File: src/rtl/irq_ctrl.sv
// Parametrised interrupt controller: NUM_SRC sources, each with enable, priority
// and edge/level mode, a global threshold, and a claim/complete handshake.
module irq_ctrl #(
    parameter int unsigned          NUM_SRC   = 4,
    parameter int unsigned          PRIO_W    = 2,
    parameter logic [NUM_SRC-1:0]   EDGE_MASK = NUM_SRC'(1)
) (
    input  logic               clk,
    input  logic               rst,
    input  logic [NUM_SRC-1:0] irq_src,
    input  logic               cfg_we,
    input  logic               cfg_re,
    input  logic [5:0]         cfg_addr,
    input  logic [31:0]        cfg_wdata,
    output logic [31:0]        cfg_rdata,
    output logic               irq_req,
    output logic [5:0]         irq_id,
    input  logic               claim,
    input  logic               complete,
    input  logic [5:0]         complete_id,
    output logic [5:0]         claim_id,
    output logic               in_service
);

    localparam int unsigned ID_W      = 6;
    localparam int unsigned ADDR_W    = 6;
    localparam int unsigned DATA_W    = 32;
    localparam int unsigned PRIO_BASE = 8;

    localparam logic [ADDR_W-1:0] ADDR_ENABLE  = ADDR_W'(0);
    localparam logic [ADDR_W-1:0] ADDR_PENDING = ADDR_W'(1);
    localparam logic [ADDR_W-1:0] ADDR_THRESH  = ADDR_W'(2);
    localparam logic [ADDR_W-1:0] ADDR_CLAIM   = ADDR_W'(3);

    typedef enum logic {
        S_IDLE = 1'b0,
        S_BUSY = 1'b1
    } state_e;

    // Architectural state
    state_e                          state_q,     state_d;
    logic [NUM_SRC-1:0]              enable_q,    enable_d;
    logic [NUM_SRC-1:0]              pending_q,   pending_d;
    logic [NUM_SRC-1:0]              src_prev_q,  src_prev_d;
    logic [NUM_SRC-1:0][PRIO_W-1:0]  prio_q,      prio_d;
    logic [PRIO_W-1:0]               thresh_q,    thresh_d;
    logic [ID_W-1:0]                 claim_id_q,  claim_id_d;
    logic                            irq_req_q,   irq_req_d;
    logic [ID_W-1:0]                 irq_id_q,    irq_id_d;
    logic [DATA_W-1:0]               cfg_rdata_q, cfg_rdata_d;

    // Internal combinational terms
    logic                            claim_acc;
    logic                            complete_acc;
    logic [NUM_SRC-1:0]              rise;
    logic [NUM_SRC-1:0]              claim_clr;
    logic [NUM_SRC-1:0]              eligible;
    logic                            found;
    logic [PRIO_W-1:0]               best_prio;
    logic [ID_W-1:0]                 win_id;
    logic [DATA_W-1:0]               rd_val;
    logic                            unused_wdata;

    // Upper write-data bits are architecturally ignored
    assign unused_wdata = ^cfg_wdata;

    // Handshake FSM: IDLE accepts a claim of the live request, BUSY waits for a matching complete
    always_comb begin
        state_d      = state_q;
        claim_id_d   = claim_id_q;
        claim_acc    = 1'b0;
        complete_acc = 1'b0;
        case (state_q)
            S_IDLE: begin
                if (claim && irq_req_q) begin
                    claim_acc  = 1'b1;
                    claim_id_d = irq_id_q;
                    state_d    = S_BUSY;
                end
            end
            S_BUSY: begin
                if (complete && (complete_id == claim_id_q)) begin
                    complete_acc = 1'b1;
                    claim_id_d   = '0;
                    state_d      = S_IDLE;
                end
            end
            default: begin
                state_d    = S_IDLE;
                claim_id_d = '0;
            end
        endcase
    end

    // Configuration register writes
    always_comb begin
        enable_d = enable_q;
        thresh_d = thresh_q;
        prio_d   = prio_q;
        if (cfg_we) begin
            if (cfg_addr == ADDR_ENABLE) begin
                enable_d = cfg_wdata[NUM_SRC-1:0];
            end
            if (cfg_addr == ADDR_THRESH) begin
                thresh_d = cfg_wdata[PRIO_W-1:0];
            end
            for (int i = 0; i < int'(NUM_SRC); i++) begin
                if (cfg_addr == ADDR_W'(int'(PRIO_BASE) + i)) begin
                    prio_d[i] = cfg_wdata[PRIO_W-1:0];
                end
            end
        end
    end

    // Pending capture: edge sources latch rises until claimed (set beats clear), level sources follow the line
    always_comb begin
        src_prev_d = irq_src;
        rise       = irq_src & ~src_prev_q;
        claim_clr  = '0;
        pending_d  = '0;
        for (int i = 0; i < int'(NUM_SRC); i++) begin
            claim_clr[i] = claim_acc && (irq_id_q == ID_W'(i + 1));
            if (EDGE_MASK[i]) begin
                pending_d[i] = rise[i] | (pending_q[i] & ~claim_clr[i]);
            end else begin
                pending_d[i] = irq_src[i];
            end
        end
    end

    // Arbitration: highest priority above threshold wins, lowest index breaks ties
    always_comb begin
        eligible  = '0;
        found     = 1'b0;
        best_prio = '0;
        win_id    = '0;
        for (int i = 0; i < int'(NUM_SRC); i++) begin
            eligible[i] = pending_q[i] & enable_q[i] & (prio_q[i] > thresh_q);
            if (eligible[i] && (!found || (prio_q[i] > best_prio))) begin
                found     = 1'b1;
                best_prio = prio_q[i];
                win_id    = ID_W'(i + 1);
            end
        end
        irq_req_d = found && (state_q == S_IDLE);
        irq_id_d  = irq_req_d ? win_id : '0;
    end

    // Register read mux; the captured value holds until the next read strobe
    always_comb begin
        rd_val = '0;
        case (cfg_addr)
            ADDR_ENABLE:  rd_val = DATA_W'(enable_q);
            ADDR_PENDING: rd_val = DATA_W'(pending_q);
            ADDR_THRESH:  rd_val = DATA_W'(thresh_q);
            ADDR_CLAIM:   rd_val = DATA_W'(claim_id_q);
            default: begin
                for (int i = 0; i < int'(NUM_SRC); i++) begin
                    if (cfg_addr == ADDR_W'(int'(PRIO_BASE) + i)) begin
                        rd_val = DATA_W'(prio_q[i]);
                    end
                end
            end
        endcase
        cfg_rdata_d = cfg_re ? rd_val : cfg_rdata_q;
    end

    // State registers with asynchronous active-low reset
    always_ff @(posedge clk or negedge rst) begin
        if (!rst) begin
            state_q     <= S_IDLE;
            enable_q    <= '0;
            pending_q   <= '0;
            src_prev_q  <= '0;
            prio_q      <= '0;
            thresh_q    <= '0;
            claim_id_q  <= '0;
            irq_req_q   <= 1'b0;
            irq_id_q    <= '0;
            cfg_rdata_q <= '0;
        end else begin
            state_q     <= state_d;
            enable_q    <= enable_d;
            pending_q   <= pending_d;
            src_prev_q  <= src_prev_d;
            prio_q      <= prio_d;
            thresh_q    <= thresh_d;
            claim_id_q  <= claim_id_d;
            irq_req_q   <= irq_req_d;
            irq_id_q    <= irq_id_d;
            cfg_rdata_q <= cfg_rdata_d;
        end
    end

    assign cfg_rdata  = cfg_rdata_q;
    assign irq_req    = irq_req_q;
    assign irq_id     = irq_id_q;
    assign claim_id   = claim_id_q;
    assign in_service = (state_q == S_BUSY);

endmodule

File: config.mk
export PLATFORM = sky130hd
export DESIGN_NAME = irq_ctrl
export DESIGN_NICKNAME = d
export VERILOG_FILES = /design/src/rtl/irq_ctrl.sv
export SDC_FILE = /design/constraint.sdc
export NUM_CORES = 1
export LEC_CHECK = 0
export CORE_AREA = 3 3 65 97
export DETAILED_ROUTE_END_ITERATION = 10
export DIE_AREA = 0 0 68 100
export GPL_ROUTABILITY_DRIVEN = 0
export PLACE_DENSITY = 0.83
export SYNTH_ARGS = -nofsm -noshare
export SYNTH_HDL_FRONTEND = slang
export SYNTH_SLANG_ARGS = --single-unit
export TNS_END_PERCENT = 100
File: constraint.sdc
create_clock -name clk -period 4.4 [get_ports clk]
set_clock_uncertainty 0.05 [all_clocks]
set_input_delay 0.88 -clock clk [delete_from_list [all_inputs] [get_ports clk]]
set_output_delay 0.88 -clock clk [all_outputs]
set_load 0.02 [all_outputs]
==> results.cfg <==
[clock_tree]
clkTransAtPathRegs_ns = 0.07
worstSkewPairLatency_ns = 0.29
tritoncts = built
numCtsBuffers = 5
cts.path.max_buffers = 2
cts_num_sinks = 31
cts_root_buffer = clkbuf_8
htree_levels = 2

[place]
io_buffers = 37
dpl.hpwl_um = 3680
place_inst = 313
pre_cts_ws_ns = 0.04674

[floorplanning]
io_pins = 100
die_w_um = 68
num_rows = 33
die_height_um = 100
core_region_area_um2 = 5533
dieArea_um2 = 6800
start_util_pct = 36.59

[layout]
fin_cells = 326
fillers = 488
multiInputGateArea_um2 = 1167
fin_nets = 323
area_growth_pct = 31.15
final_common_cell = clkdlybuf4s50_1
n_antenna_cell = 0
mostFrequentLayoutCells = clkdlybuf4s50_1 (37), conb_1 (34), dfrtp_1 (31)
seqCellArea_um2 = 775.7
drive_gt1_share_pct = 22.66

[setup_path]
setup.worst_path.start_class = register
cp-end-kind = register
slowest_delay_ns = 0.39
worst-path-buf-inv = 2
worstPathCellList = inv_2 > ha_4 > nor2b_4 > o2111a_2 > nand2_2 > ha_4 > nor2b_4 > o21ai_2 > o21a_1 > a22oi_2 > ha_1 > a21oi_2 > a21oi_1 > o21bai_1 > buf_4 > mux2_2 > ha_1 > nand2_1 > o21ai_2 > nor2_1 > or3_4 > a21oi_1
cp_slowest_cell = dfrtp_1
cp_top_family = compound AO/OA/AOI/OAI gates
critPathKind = reg2reg
critPathMaxFanout = 3
arrival_ns = 4.53
required_ns = 4.56

[global_routing]
antenna_found_initial = 0
grt_overflow = 0
grt_max_degree = 32
grt_pass1_wl_um = 7355
grt_usage_pct = 14.61
grt_pass1_vias = 1606

[power_and_ir_drop]
ir_drop_uv = 218.5
pwr-share-comb_pct = 32.6
power.share.switching_pct = 32.97
p_sw_w = 0.0002935
power_leakage_nw = 1.191
intPower_w = 0.0005968
pwr-share-clk_pct = 28.2
total_power_w = 0.0008902
powerDensity_nw_per_um2 = 335.3
p_seq_share_pct = 39.2

[sta]
fmax_mhz = 229.0
setup_viol_count_final = 0
hold_viol = 0
finalCriticalPeriod_ns = 4.368
holdWs_ns = 0.3845
relSlewSlack_pct = 60.73
maxSlewViolCount = 0
period_share_pct = 99.27
final.setup.worst_slack_ns = 0.03223
tightest_slew_ns = 0.5872
tns_ns = 0

[synth]
synth_cells = 200
yosysSeqAreaShare_pct = 38.32
syn_area_um2 = 2024
ys_warn_count = 0
synth_cell_types = 32
synth_seq_cells = 31
avgSynthCellArea_um2 = 10.12

[routing]
drt_iter0_markers = 59
vias = 1644
wl_um = 4922
wl_per_cell_um = 15.10
drc_errors = 0
avgViaCountPerCell = 5.043
ant_nets = 0
drtPass1Iterations = 4

[min_path]
worst_hold_path_type = reg2reg

[run_status]
status = completed

[job]
cap_violations = 0
[Yosys cell counts]
master	number	area, µm²
buf_2	2	10.01
o21bai_1	1	7.510
inv_1	12	45.04
nor3_1	3	15.01
nand4_1	1	6.260
o21a_1	1	7.510
ha_1	14	175.2
nor3b_1	3	22.52
nand2_1	18	67.56
buf_4	34	255.2
mux2i_1	2	20.02
o21ai_0	10	50.05
o2111a_1	1	11.26
o2111a_2	1	12.51
a22o_1	4	35.03
a22oi_1	3	22.52
mux2_2	12	135.1
nand3b_1	1	7.510
nor2_1	9	33.78
a21oi_1	9	45.04
mux4_2	4	90.09
nor4_2	2	25.02
nor2b_1	7	43.79
and2_1	2	12.51
dfrtp_1	31	775.7
conb_1	1	3.750
o2111ai_1	3	26.28
nand3_1	3	15.01
or4_1	1	7.510
o31ai_1	1	7.510
xor2_1	3	26.28
or3_1	1	6.260
[worst paths after layout]
check / startpoint / end / slack [ns] / cells past startpoint
max in group asynchronous: rst / cfg_rdata[1]$_DFFE_PN0P_ / 3.09 / 2
hold reg to reg: src_prev_q[0]$_DFF_PN0_ / pending_q[0]$_DFF_PN0_ / 0.38 / 1
setup / recovery: thresh_q[1]$_DFFE_PN0P_ / irq_id[1]$_DFF_PN0_ / 0.03 / 22
setup reg to reg: thresh_q[1]$_DFFE_PN0P_ / irq_id[1]$_DFF_PN0_ / 0.03 / 22
hold / removal: src_prev_q[0]$_DFF_PN0_ / pending_q[0]$_DFF_PN0_ / 0.38 / 1
min in group asynchronous: rst / enable_q[3]$_DFFE_PN0P_ / 0.93 / 2
[flip-flops by register name, summed over array words and instances (netlist names)]
name        cells
prio_q          8
claim_id        3
enable_q        4
src_prev_q      1
cfg_rdata       4
in_service      1
irq_id          3
pending_q       4
thresh_q        2
irq_req         1
[final cells by class]
class | instances | share of cell area, %
Clock buffer | 7 | 3.629
Clock inverter | 1 | 0.2828
Inverter | 12 | 1.697
Multi-Input combinational cell | 154 | 43.97
Sequential cell | 31 | 29.22
Tap cell | 70 | 3.299
Timing Repair Buffer | 51 | 17.91
[power by group through the flow]
stage	clock network, W	registers, W	logic, W
floorplan	0	0.000354	0.000163
global placement	0	0.000350	0.000232
detailed placement	0	0.000351	0.000246
CTS	0.000255	0.000346	0.000250
global route	0.000268	0.000355	0.000318
finish	0.000251	0.000349	0.000290
[metrics by stage]
step	util [%]	cell area [µm²]
global placement	43.53	2409
finish	47.99	2655
detailed placement	43.53	2409
floorplan	-	2148
global route	47.99	2655
CTS	45.48	2516
[logic make-up after synthesis]
| group | count (synthesis) | synth area share (%) |
|---|---|---|
| other cells | 1 | 0.1852 |
| flops | 31 | 38.32 |
| compound gates | 34 | 11.13 |
| xor+xnor | 3 | 1.298 |
| simple gates | 51 | 12.98 |
| fa+ha+maj | 14 | 8.653 |
| buf+inv | 48 | 15.33 |
| mux | 18 | 12.11 |
[routing by layer]
layer | global-route usage (%) | share of wire, % | up-vias
met2 | 25.63 | 55 | 88
met5 | 0 | 0 | -
met1 | 14.97 | 34 | 787
met4 | 8.576 | 4.9 | 0
met3 | 3.807 | 6.6 | 26
li1 | - | - | 743
[timing repair]
item,4_1_cts,5_1_grt
setup buffers,0,5
endpoints found under the setup margin,2,3
hold buffers,0,0
resized for setup,3,18
pin swaps,0,10
No activity file was read; power rests on OpenSTA's default activity.
